<file path="config.mk">
export PLATFORM = sky130hd
export DESIGN_NAME = imem_arbiter_flat
export DESIGN_NICKNAME = d
export VERILOG_FILES = /design/src/rtl/imem_arbiter_if.sv /design/src/rtl/imem_arbiter.sv /design/src/flat_wrapper.sv
export SDC_FILE = /design/constraint.sdc
export NUM_CORES = 1
export LEC_CHECK = 0
export BUFFER_PORTS_ARGS = -buffer_cell sky130_fd_sc_hd__buf_2
export CORE_ASPECT_RATIO = 1.5
export CORE_MARGIN = 2
export CORE_UTILIZATION = 35
export DETAILED_ROUTE_END_ITERATION = 16
export HOLD_SLACK_MARGIN = 0.15
export PLACE_DENSITY = 0.69
export SYNTH_ARGS = -nofsm -noshare
export SYNTH_HDL_FRONTEND = slang
export SYNTH_SLANG_ARGS = --single-unit
</file>
<file path="constraint.sdc">
create_clock -name clk -period 2.8 [get_ports clk]
set_clock_uncertainty 0.2 [all_clocks]
set_input_delay 0.56 -clock clk [delete_from_list [all_inputs] [get_ports clk]]
set_output_delay 0.56 -clock clk [all_outputs]
set_load 0.03 [all_outputs]
</file>
<file path="src/rtl/imem_arbiter_if.sv">
`default_nettype none
// ============================================================================
// Module      : imem_arbiter_if
// Description : Fetch/debug request-response bundle plus the ROM read port.
// Revision    : 1.0 - initial release
// ============================================================================
interface imem_arbiter_if;
    logic        f_req;
    logic [31:0] f_addr;
    logic        f_gnt;
    logic        f_valid;
    logic [31:0] f_data;
    logic        f_err;

    logic        d_req;
    logic [31:0] d_addr;
    logic        d_gnt;
    logic        d_valid;
    logic [31:0] d_data;
    logic        d_err;

    logic [31:0] rom_addr;
    logic [31:0] rom_data;

    // master: requesters and ROM around the arbiter; slave: the arbiter itself
    modport master (
        output f_req, f_addr, d_req, d_addr, rom_data,
        input  f_gnt, f_valid, f_data, f_err,
        input  d_gnt, d_valid, d_data, d_err, rom_addr
    );

    modport slave (
        input  f_req, f_addr, d_req, d_addr, rom_data,
        output f_gnt, f_valid, f_data, f_err,
        output d_gnt, d_valid, d_data, d_err, rom_addr
    );
endinterface
`default_nettype wire

</file>
<file path="src/rtl/imem_arbiter.sv">
`default_nettype none
// ============================================================================
// Module      : imem_arbiter
// Description : Fetch-priority ROM port arbiter with debug starvation guard,
//               address decode and one-cycle registered responses.
// Revision    : 1.0 - initial release
// ============================================================================
module imem_arbiter #(
    parameter logic [24:0] BASE_ADDRESS = 25'd0,
    parameter int unsigned STARVE_LIMIT = 4
) (
    input  wire logic       clk,
    input  wire logic       reset_n,
    imem_arbiter_if.slave   bus
);

    localparam logic [3:0] c_starve_limit = 4'(STARVE_LIMIT);

    logic [3:0]  r_starve_cnt;
    logic        w_force;
    logic        w_f_gnt;
    logic        w_d_gnt;
    logic [31:0] w_rom_addr;
    logic        w_err;

    logic        r_f_valid;
    logic [31:0] r_f_data;
    logic        r_f_err;
    logic        r_d_valid;
    logic [31:0] r_d_data;
    logic        r_d_err;

    // Force is taken straight from the counter so it applies on the very next
    // arbitration after the limit-th loss.
    assign w_force    = (r_starve_cnt == c_starve_limit);
    assign w_d_gnt    = bus.d_req && (!bus.f_req || w_force);
    assign w_f_gnt    = bus.f_req && !w_d_gnt;
    assign w_rom_addr = w_d_gnt ? bus.d_addr : bus.f_addr;
    assign w_err      = (w_rom_addr[1:0] != 2'b00) ||
                        (w_rom_addr[31:7] != BASE_ADDRESS);

    always_ff @(posedge clk or negedge reset_n) begin
        if (!reset_n) begin
            r_starve_cnt <= 4'd0;
            r_f_valid    <= 1'b0;
            r_f_data     <= 32'h0;
            r_f_err      <= 1'b0;
            r_d_valid    <= 1'b0;
            r_d_data     <= 32'h0;
            r_d_err      <= 1'b0;
        end else begin
            if (!bus.d_req || w_d_gnt) begin
                r_starve_cnt <= 4'd0;
            end else if (r_starve_cnt != c_starve_limit) begin
                r_starve_cnt <= r_starve_cnt + 4'd1;
            end

            r_f_valid <= w_f_gnt;
            if (w_f_gnt) begin
                r_f_err  <= w_err;
                r_f_data <= w_err ? 32'h0 : bus.rom_data;
            end

            r_d_valid <= w_d_gnt;
            if (w_d_gnt) begin
                r_d_err  <= w_err;
                r_d_data <= w_err ? 32'h0 : bus.rom_data;
            end
        end
    end

    assign bus.f_gnt    = w_f_gnt;
    assign bus.d_gnt    = w_d_gnt;
    assign bus.rom_addr = w_rom_addr;
    assign bus.f_valid  = r_f_valid;
    assign bus.f_data   = r_f_data;
    assign bus.f_err    = r_f_err;
    assign bus.d_valid  = r_d_valid;
    assign bus.d_data   = r_d_data;
    assign bus.d_err    = r_d_err;

endmodule
`default_nettype wire

</file>
<file path="src/flat_wrapper.sv">
// flat-port wrapper written by rule: the top's interface ports become plain ports
module imem_arbiter_flat 
#(
    parameter logic [24:0] BASE_ADDRESS = 25'd0,
    parameter int unsigned STARVE_LIMIT = 4
)
  (clk, reset_n, bus_f_req, bus_f_addr, bus_d_req, bus_d_addr, bus_rom_data, bus_f_gnt, bus_f_valid, bus_f_data, bus_f_err, bus_d_gnt, bus_d_valid, bus_d_data, bus_d_err, bus_rom_addr);
  imem_arbiter_if bus_i ();
  input  wire logic clk;
  input  wire logic reset_n;
  input wire logic [$bits(bus_i.f_req)-1:0] bus_f_req;
  input wire logic [$bits(bus_i.f_addr)-1:0] bus_f_addr;
  input wire logic [$bits(bus_i.d_req)-1:0] bus_d_req;
  input wire logic [$bits(bus_i.d_addr)-1:0] bus_d_addr;
  input wire logic [$bits(bus_i.rom_data)-1:0] bus_rom_data;
  output wire logic [$bits(bus_i.f_gnt)-1:0] bus_f_gnt;
  output wire logic [$bits(bus_i.f_valid)-1:0] bus_f_valid;
  output wire logic [$bits(bus_i.f_data)-1:0] bus_f_data;
  output wire logic [$bits(bus_i.f_err)-1:0] bus_f_err;
  output wire logic [$bits(bus_i.d_gnt)-1:0] bus_d_gnt;
  output wire logic [$bits(bus_i.d_valid)-1:0] bus_d_valid;
  output wire logic [$bits(bus_i.d_data)-1:0] bus_d_data;
  output wire logic [$bits(bus_i.d_err)-1:0] bus_d_err;
  output wire logic [$bits(bus_i.rom_addr)-1:0] bus_rom_addr;
  assign bus_i.f_req = bus_f_req;
  assign bus_i.f_addr = bus_f_addr;
  assign bus_i.d_req = bus_d_req;
  assign bus_i.d_addr = bus_d_addr;
  assign bus_i.rom_data = bus_rom_data;
  assign bus_f_gnt = bus_i.f_gnt;
  assign bus_f_valid = bus_i.f_valid;
  assign bus_f_data = bus_i.f_data;
  assign bus_f_err = bus_i.f_err;
  assign bus_d_gnt = bus_i.d_gnt;
  assign bus_d_valid = bus_i.d_valid;
  assign bus_d_data = bus_i.d_data;
  assign bus_d_err = bus_i.d_err;
  assign bus_rom_addr = bus_i.rom_addr;
  imem_arbiter #(.BASE_ADDRESS(BASE_ADDRESS), .STARVE_LIMIT(STARVE_LIMIT)) u_core (.clk(clk), .reset_n(reset_n), .bus(bus_i));
endmodule
</file>
# Yosys cells after proc, flatten, opt, wreduce, memory -nomap -nowiden
# Index checks and enable logic that the tools add are counted.
# W data, S select, Z words.
# totals
reg_bits	72
inputBits	100
output_inout_bits	102
word_cells	25
# classes
addsub	1
n_eq_ne	2
mux	4
reduce_logical	11
# ops
cell	n
$mux W32	2
$reduce_bool A25 Y1	1
$mux W4	2
$add A4 B1 Y4 const B	1
$eq A4 B3 Y1 const B	1
$ne A4 B3 Y1 const B	1
$reduce_bool A2 Y1	2
$logic_not A1 Y1	3
$logic_or A1 B1 Y1	3
$logic_and A1 B1 Y1	2

# Longest topological paths before layout
# Gate-level depths: netlist of run 1.
# logic_depth
depth_word	7
ltp_mapped	9
depth_no_buf	7

# Worst setup path after synthesis of run 1
# Ideal clock, no wire load.
# synth_timing
path_type	register -> output
start	register u_core.r_starve_cnt[0]
end	output port bus_rom_addr[19]
arrival_time_ns	1.709
required_ns	2.040
path_slack_ns	0.331
stages_incl_launch_ff	10
n_path_buf	2
path_cell_list	dfrtp_1 -> inv_1 -> ha_1 -> nand3b_1 -> a21bo_2 -> inv_2 -> buf_4 -> buf_2 -> nand2_1 -> nand2_1
# synth_between
elab_chain_cells	4
# synth_lines
item	line	source
start, declared	imem_arbiter.sv:19	logic [3:0] r_starve_cnt;
start signal, assigned	imem_arbiter.sv:55	r_starve_cnt <= r_starve_cnt + 4'd1;
$eq A4 B3 Y1	imem_arbiter.sv:35	assign w_force = (r_starve_cnt == c_starve_limit);
$logic_or A1 B1 Y1	imem_arbiter.sv:36	assign w_d_gnt = bus.d_req && (!bus.f_req || w_force);
$logic_and A1 B1 Y1	imem_arbiter.sv:36	
net bus_d_gnt	flat_wrapper.sv:20	output wire logic [$bits(bus_i.d_gnt)-1:0] bus_d_gnt;
$mux W32	imem_arbiter.sv:38	assign w_rom_addr = w_d_gnt ? bus.d_addr : bus.f_addr;
end, declared	flat_wrapper.sv:24	output wire logic [$bits(bus_i.rom_addr)-1:0] bus_rom_addr;
# The timed path passes the listed nets, and every way through them passes these cells.

# Final worst setup path of run 1
# layout_timing
start	register u_core.r_starve_cnt[0]
end	output port bus_rom_addr[24]
# layout_between
elab_chain_cells	4
# layout_lines
item	line
$eq A4 B3 Y1	imem_arbiter.sv:35
$logic_or A1 B1 Y1	imem_arbiter.sv:36
$logic_and A1 B1 Y1	imem_arbiter.sv:36
$mux W32	imem_arbiter.sv:38
# No other way between the ends.

==> results of run 1 <==
[area by class of cell]
cell class / instances / area [µm²] / share of cell area, %
Clock buffer: 10 / 239 / 4.98
Inverter: 5 / 23.8 / 0.495
Sequential cell: 72 / 1800 / 37.5
Clock inverter: 6 / 82.6 / 1.72
Tap cell: 110 / 138 / 2.87
Timing Repair Buffer: 216 / 1220 / 25.4
Multi-Input combinational cell: 260 / 1290 / 27.0
[layer usage]
layer | share of wire (%) | up-vias | global-route usage, % | routed length [µm]
met4 | 2.0 | 2 | 8.33 | 242
met5 | 0.11 | - | 0 | 13
met1 | 38 | 1625 | 25.9 | 4570
met2 | 51 | 171 | 38.4 | 6090
li1 | - | 1616 | - | -
met3 | 8.4 | 22 | 5.11 | 999
[state kept, by name, indices dropped and copies added (netlist names)]
signal and cells:
u_core.bus.d_data 32, u_core.bus.d_err 1, u_core.bus.d_valid 1, u_core.bus.f_data 32, u_core.bus.f_err 1, u_core.bus.f_valid 1
u_core.r_starve_cnt 4
[worst reg2reg max path, cell delays in order, from the launching register on]
cell,delay [ns]
dfrtp_1,0.39
inv_1,0.06
ha_1,0.18
nand3b_1,0.12
a21bo_4,0.19
inv_6,0.07
clkbuf_16,0.18
nor4_4,0.26
buf_4,0.40
a22o_1,0.21
[metrics by stage]
stage | cells | cell area (µm²) | hold WS [ns] | utilization (%)
after floorplan | 360 | 3230 | 0.0644 | -
after global placement | 657 | 4360 | 0.258 | 49.1
after detailed placement | 657 | 4360 | 0.266 | 49.1
after CTS | 674 | 4690 | 0.244 | 52.8
after global routing | 679 | 4800 | 0.252 | 54.0
final | 679 | 4800 | 0.259 | 54.0
[repair_timing]
item | in CTS | in global routing
buffers inserted | 0 | 1
hold endpoints to repair | 29 | 0
resized for setup | 0 | 5
hold buffers | 1 | 0
endpoints found under the setup margin | 0 | 33
[cell usage in the layout, fill, tap and decap left out, drive strengths merged]
master / Yosys / routed
buf: 9 / 210
nand2: 163 / 163
dfrtp: 72 / 72
o21ai: 32 / 32
a22o: 32 / 32
clkbuf: 14 / 15
nor4: 13 / 13
nor2: 5 / 5
inv: 5 / 5
nand3: 3 / 3
clkinv: 0 / 3
ha: 2 / 2
bufinv: 0 / 2
nand3b: 1 / 1
a21bo: 1 / 1
and4: 1 / 1
nor3: 1 / 1
nand4: 1 / 1
nor4b: 1 / 1
xnor2: 1 / 1
mux2: 1 / 1
a21oi: 1 / 1
xor2: 1 / 1
clkinvlp: 0 / 1
dlygate4sd3: 0 / 1
[cells by family (layout without fill, tap and decap cells)]
kind of cell | Yosys count | after routing | share of synthesized area (%)
flip-flops | 72 | 72 | 55.8
AO/OA/AOI/OAI | 66 | 66 | 14.1
adder cells (fa/ha/maj) | 2 | 2 | 0.775
AND/OR/NAND/NOR | 189 | 189 | 24.1
multiplexers | 1 | 1 | 0.349
buffers and inverters | 28 | 237 | 4.26
XOR/XNOR | 2 | 2 | 0.543
[final timing paths]
path | end | slack (ns) | cells past startpoint | from
min in group asynchronous | u_core.bus.f_data[31] | 0.61 | 2 | reset_n
hold / removal | u_core.bus.f_data[9] | 0.26 | 2 | bus_rom_data[9]
hold reg to reg | u_core.bus.d_data[9] | 0.27 | 2 | u_core.bus.d_data[9]
max in group asynchronous | u_core.bus.f_data[22] | 1.08 | 3 | reset_n
setup reg to reg | u_core.bus.f_data[26] | 0.47 | 9 | u_core.r_starve_cnt[0]
setup / recovery | bus_rom_addr[24] | 0.11 | 9 | u_core.r_starve_cnt[0]
[cells in the mapped netlist]
| master | n | area, µm² |
|---|---|---|
| nand2_1 | 163 | 612 |
| dfrtp_1 | 72 | 1800 |
| a22o_1 | 32 | 280 |
| o21ai_0 | 32 | 160 |
| clkbuf_1 | 14 | 52.6 |
| nor4_1 | 12 | 75.1 |
| buf_2 | 5 | 25.0 |
| nor2_1 | 5 | 18.8 |
| inv_1 | 4 | 15.0 |
| buf_6 | 3 | 33.8 |
| nand3_1 | 3 | 15.0 |
| ha_1 | 2 | 25.0 |
| a21bo_2 | 1 | 10.0 |
| a21oi_1 | 1 | 5.00 |
| and4_1 | 1 | 8.76 |
| buf_4 | 1 | 7.51 |
| inv_2 | 1 | 3.75 |
| mux2_2 | 1 | 11.3 |
| nand3b_1 | 1 | 7.51 |
| nand4_1 | 1 | 6.26 |
| nor3_1 | 1 | 5.00 |
| nor4_4 | 1 | 21.3 |
| nor4b_1 | 1 | 8.76 |
| xnor2_1 | 1 | 8.76 |
| xor2_1 | 1 | 8.76 |
[where the power goes]
group          internal, mW  switching [mW]  total, mW
logic                 0.129           0.249      0.378
clock network         0.799           0.432       1.23
registers              1.04         0.00160       1.05
total                  1.97           0.682       2.65
==> impl_metrics.yaml, run 1 <==
outcome:
  outcome: "completed"
sta:
  max-slew-margin-rel_pct: 52.5
  post-route-min-period_ns: 2.69
  rsz0062_at_grt: "no"
  report.final.slew_viol_count: 0
  setup_slack_ns: 0.107
  fin_tns_setup_ns: 0
  setup_viol: 0
  finalCritPeriodShare_pct: 96.2
  hold_viol: 0
  tightest_slew_ns: 0.713
  fmax_mhz: 371
synthesis:
  yosysSeqAreaShare_pct: 55.8
  yosysWarnings: 0
  synth-seq-cells: 72
  synth_nets: 462
  synth_cell_type_count: 25
  avgSynthCellArea_um2: 8.96
  post_synth_instance_area_um2: 3230
  syn_inst: 360
worst_setup_path:
  worstPathCellList: "inv_1 > ha_1 > nand3b_1 > a21bo_4 > inv_6 > clkbuf_16 > nand2_1 > nand2_1 > buf_2"
  cp-start-kind: "register"
  end_kind: "output port"
  cp_common_cell: "nand2_1"
  arrival_ns: 1.93
  cp_num_buf_inv: 4
  slowest_stage: "dfrtp_1"
  cp.required_ns: 2.04
  worst-setup-path-type: "reg2out"
  critPathTopFamily: "buffers and inverters"
  max_stage_delay_ns: 0.41
  path_max_fanout: 13
die:
  initial_core_util_pct: 36.3
  fp.dieW_um: 82.4
  die_area_um2: 10000
  placementRows: 42
  die_height_um: 122
  io_pins: 202
  core-area_um2: 8880
clock_tree:
  cts_tree: "done"
  clock-root-buffer: "clkbuf_16"
  insertion_delay_ns: 0.33
  cts_max_level: 3
  path_clk_slew_ns: 0.06
  cts_buffers: 9
  cts_sinks: 72
  clockBufferDepth: 2
route:
  wire_per_inst_um: 17.5
  drtAntennaViolNets: 0
  detail_route.iter0.violations: 129
  route.detailed.drc: 0
  via_count: 3436
  finalWirelength_mm: 11.9
  dr.pass1.iters: 4
  drt-vias-per-instance: 5.06
finish:
  area_growth_pct: 48.7
  antenna_cells: 0
  layout-drive-gt1-share_pct: 41.3
  final_nets: 666
  fill_cells: 855
place:
  place_ws_ns: 0.392
  port_buffers: 201
  hpwl_mm: 8.46
  place.gp.congestion: 0.796
power_and_ir_drop:
  irDropWorstVdd_mv: 0.349
  power_mw: 2.65
  power.leakage_nw: 2.72
  powerDensity_nw_per_um2: 553
global_route:
  grt_max_degree: 67
  antenna_found_initial: 1
  grt_overflow_total: 0
  grt_pass1_vias: 3180
  grt_first_pass_wirelength_mm: 16.2
  grt_use_total_pct: 22.1
flow_run:
  drv_cap: 0
hold_path:
  hold_path.class: "in2reg"
No activity file was read; power rests on OpenSTA's default activity.
==> run 2: changes to the inputs <==
Settings changed: ABC_AREA set to 1, PLACE_DENSITY 0.69 to 0.66.
==> run 2 against run 1 <==
Against the previous run: final area increased by 10%; worst hold slack improved by 0.014 ns; synthesized cell count increased by 36%; sequential cell count unchanged; routed wire length increased by 0.21%; combinational power increased by 10%; final cell count increased by 24%; count of clock-buffer cells in the layout increased by 4; total power decreased by 3.9%; sequential share of layout area decreased by 3.6 points; register-to-register slack got worse by 0.23 ns.
==> impl_metrics.yaml, run 2 <==
outcome:
  outcome: "completed"
synthesis:
  ys.flop_type: "dfrtp_1"
  synth_fa_ha_area_share_pct: 0.666
  synth_top_family_by_area: "simple AND/OR/NAND/NOR gates"
  synth_area_leaders: "dfrtp_1 (48%), nand2_1 (22%), nand4_1 (11%)"
  synth_edf_count: 0
  yosysWarnings: 0
  syn_inst: 489
  yosysTopAreaCell: "dfrtp_1"
  synth_xor_area_share_pct: 0.466
  synth_common_cells: "nand2_1 (223), dfrtp_1 (72), nand4_1 (64)"
  avgSynthCellArea_um2: 7.68
  synth_nets: 591
  async_flop_share_pct: 100
  post_synth_and_or_nand_nor_area_fraction_pct: 37.7
  synth-seq-cells: 72
  synthMuxAreaShare_pct: 0
  post_synth_instance_area_um2: 3760
  yosysSeqAreaShare_pct: 48.0
  synth_most_common_cell: "nand2_1"
  netlist.area_leader.share_pct: 48.0
  synth_cell_type_count: 24
  synth_compound_area_share_pct: 1.40
finish:
  antenna_cells: 0
  multi_input_area_um2: 1580
  final_nets: 795
  area_growth_pct: 41.1
  layout_commonest_cell: "nand2_1"
  layout_common_cells: "nand2_1 (223), buf_2 (197), dfrtp_1 (72)"
  seqCellArea_um2: 1800
  layout-drive-gt1-share_pct: 35.7
  fill_cells: 1043
flow_run:
  drv_cap: 0
die:
  core-area_um2: 10500
  die_area_um2: 11600
  fp.dieW_um: 88.6
  die_height_um: 131
  placementRows: 46
  initial_core_util_pct: 35.7
  io_pins: 202
global_route:
  grt_use_total_pct: 20.6
  antenna_found_initial: 0
  grt_first_pass_wirelength_mm: 18.4
  grt_max_degree: 46
  grt_pass1_vias: 3828
  grt_overflow_total: 0
sta:
  finalCritPeriodShare_pct: 95.4
  fmax_mhz: 374
  hold_viol: 0
  max-slew-margin-rel_pct: 61.6
  post-route-min-period_ns: 2.67
  setup_viol: 0
  fin_tns_setup_ns: 0
  holdWs_ns: 0.273
  report.final.slew_viol_count: 0
  tightest_slew_ns: 0.576
worst_setup_path:
  arrival_ns: 1.91
  cp_common_cell: "nand2_1"
  cp_num_buf_inv: 4
  slowest_stage: "dfrtp_1"
  cp.required_ns: 2.04
  cp-start-kind: "register"
  worst-setup-path-type: "reg2out"
  path_max_fanout: 10
  end_kind: "output port"
  critPathTopFamily: "buffers and inverters"
  worstPathCellList: "inv_1 > ha_1 > nand3_4 > a21boi_4 > buf_12 > buf_4 > nand2_1 > nand2_1 > clkbuf_4"
  max_stage_delay_ns: 0.40
power_and_ir_drop:
  irDropWorstVdd_mv: 0.238
  power.leakage_nw: 3.32
  powerDensity_nw_per_um2: 481
  p_clk_share_pct: 42.5
  internal-power_mw: 1.86
  combPwrFrac_pct: 16.3
  p_seq_share_pct: 41.2
  p_sw_mw: 0.693
  p_sw_share_pct: 27.2
route:
  detail_route.iter0.violations: 155
  dr.pass1.iters: 4
  via_count: 4011
  drt-vias-per-instance: 4.76
  wire_per_inst_um: 14.2
  route.detailed.drc: 0
  finalWirelength_mm: 11.9
  drtAntennaViolNets: 0
clock_tree:
  clockBufferDepth: 2
  path_clk_slew_ns: 0.05
  insertion_delay_ns: 0.33
  cts_max_level: 3
  cts_sinks: 72
  cts_tree: "done"
  clock-root-buffer: "clkbuf_16"
  cts_buffers: 9
place:
  port_buffers: 201
  place.gp.congestion: 0.881
  hpwl_mm: 8.71
hold_path:
  hold_path.class: "reg2reg"
==> run 2: per-layer routing <==
metal	global-route usage, %	routed length (µm)	share of wire (%)	vias to the layer above
met2	36.8	6100	51	204
met5	0	0	0	-
met4	6.15	214	1.8	0
li1	-	-	-	1968
met3	5.59	918	7.7	13
met1	23.7	4710	39	1826
==> run 2: metrics by stage <==
step	worst slack, ns	std cells	total power [mW]	area (µm²)	util (%)
after floorplan	0.181	489	1.28	3760	-
after global placement	0.156	818	1.47	4900	46.5
after detailed placement	0.135	818	1.47	4900	46.5
after CTS	0.0306	840	2.57	5250	49.9
after global routing	-0.0167	842	2.66	5300	50.3
final	0.128	842	2.55	5300	50.3
==> run 2: cell type report <==
cell class	instances	share of cell area, %
Clock buffer	14	5.17
Clock inverter	2	0.236
Sequential cell	72	34.0
Multi-Input combinational cell	331	29.7
Timing Repair Buffer	225	23.6
Tap cell	144	3.40
Inverter	54	3.82
==> run 2: path summary, 6_finish.rpt <==
path	startpoint	end	slack (ns)	cells after the start
hold reg to reg	u_core.bus.f_data[4]	u_core.bus.f_data[4]	0.27	2
min in group asynchronous	reset_n	u_core.bus.d_data[28]	0.57	2
max in group asynchronous	reset_n	u_core.bus.f_data[9]	1.24	3
hold / removal	u_core.bus.f_data[4]	u_core.bus.f_data[4]	0.27	2
setup / recovery	u_core.r_starve_cnt[0]	bus_rom_addr[6]	0.13	9
setup reg to reg	u_core.r_starve_cnt[0]	u_core.bus.f_data[14]	0.24	13
==> run 2: worst register-to-register path, delay by kind of cell (launching register included) <==
family                   cells  cell delay, ns
AO/OA/AOI/OAI                1            0.29
AND/OR/NAND/NOR              9            1.09
buffers and inverters        2            0.35
flip-flops                   1            0.40
adder cells (fa/ha/maj)      1            0.18
==> run 2: repair_timing <==
item | CTS | global route
hold endpoints to repair | 42 | 0
setup endpoints to repair | 5 | 11
gates resized for setup | 1 | 7
gates cloned | 0 | 2
hold buffers | 1 | 0
pin swaps | 1 | 1
buffers inserted | 5 | 0
==> run 2: kinds of logic after synthesis <==
logic type,after synthesis
fa+ha+maj,2
compound gates,7
buf+inv,88
flops,72
xor+xnor,2
simple gates,318
==> run 2: power by group through the flow <==
stage	sequential, mW	combinational (mW)	clock, mW
final	1.05	0.416	1.08
after global routing	1.05	0.457	1.15
after CTS	1.05	0.411	1.11
after detailed placement	1.07	0.397	0
after global placement	1.07	0.397	0
after floorplan	1.08	0.204	0
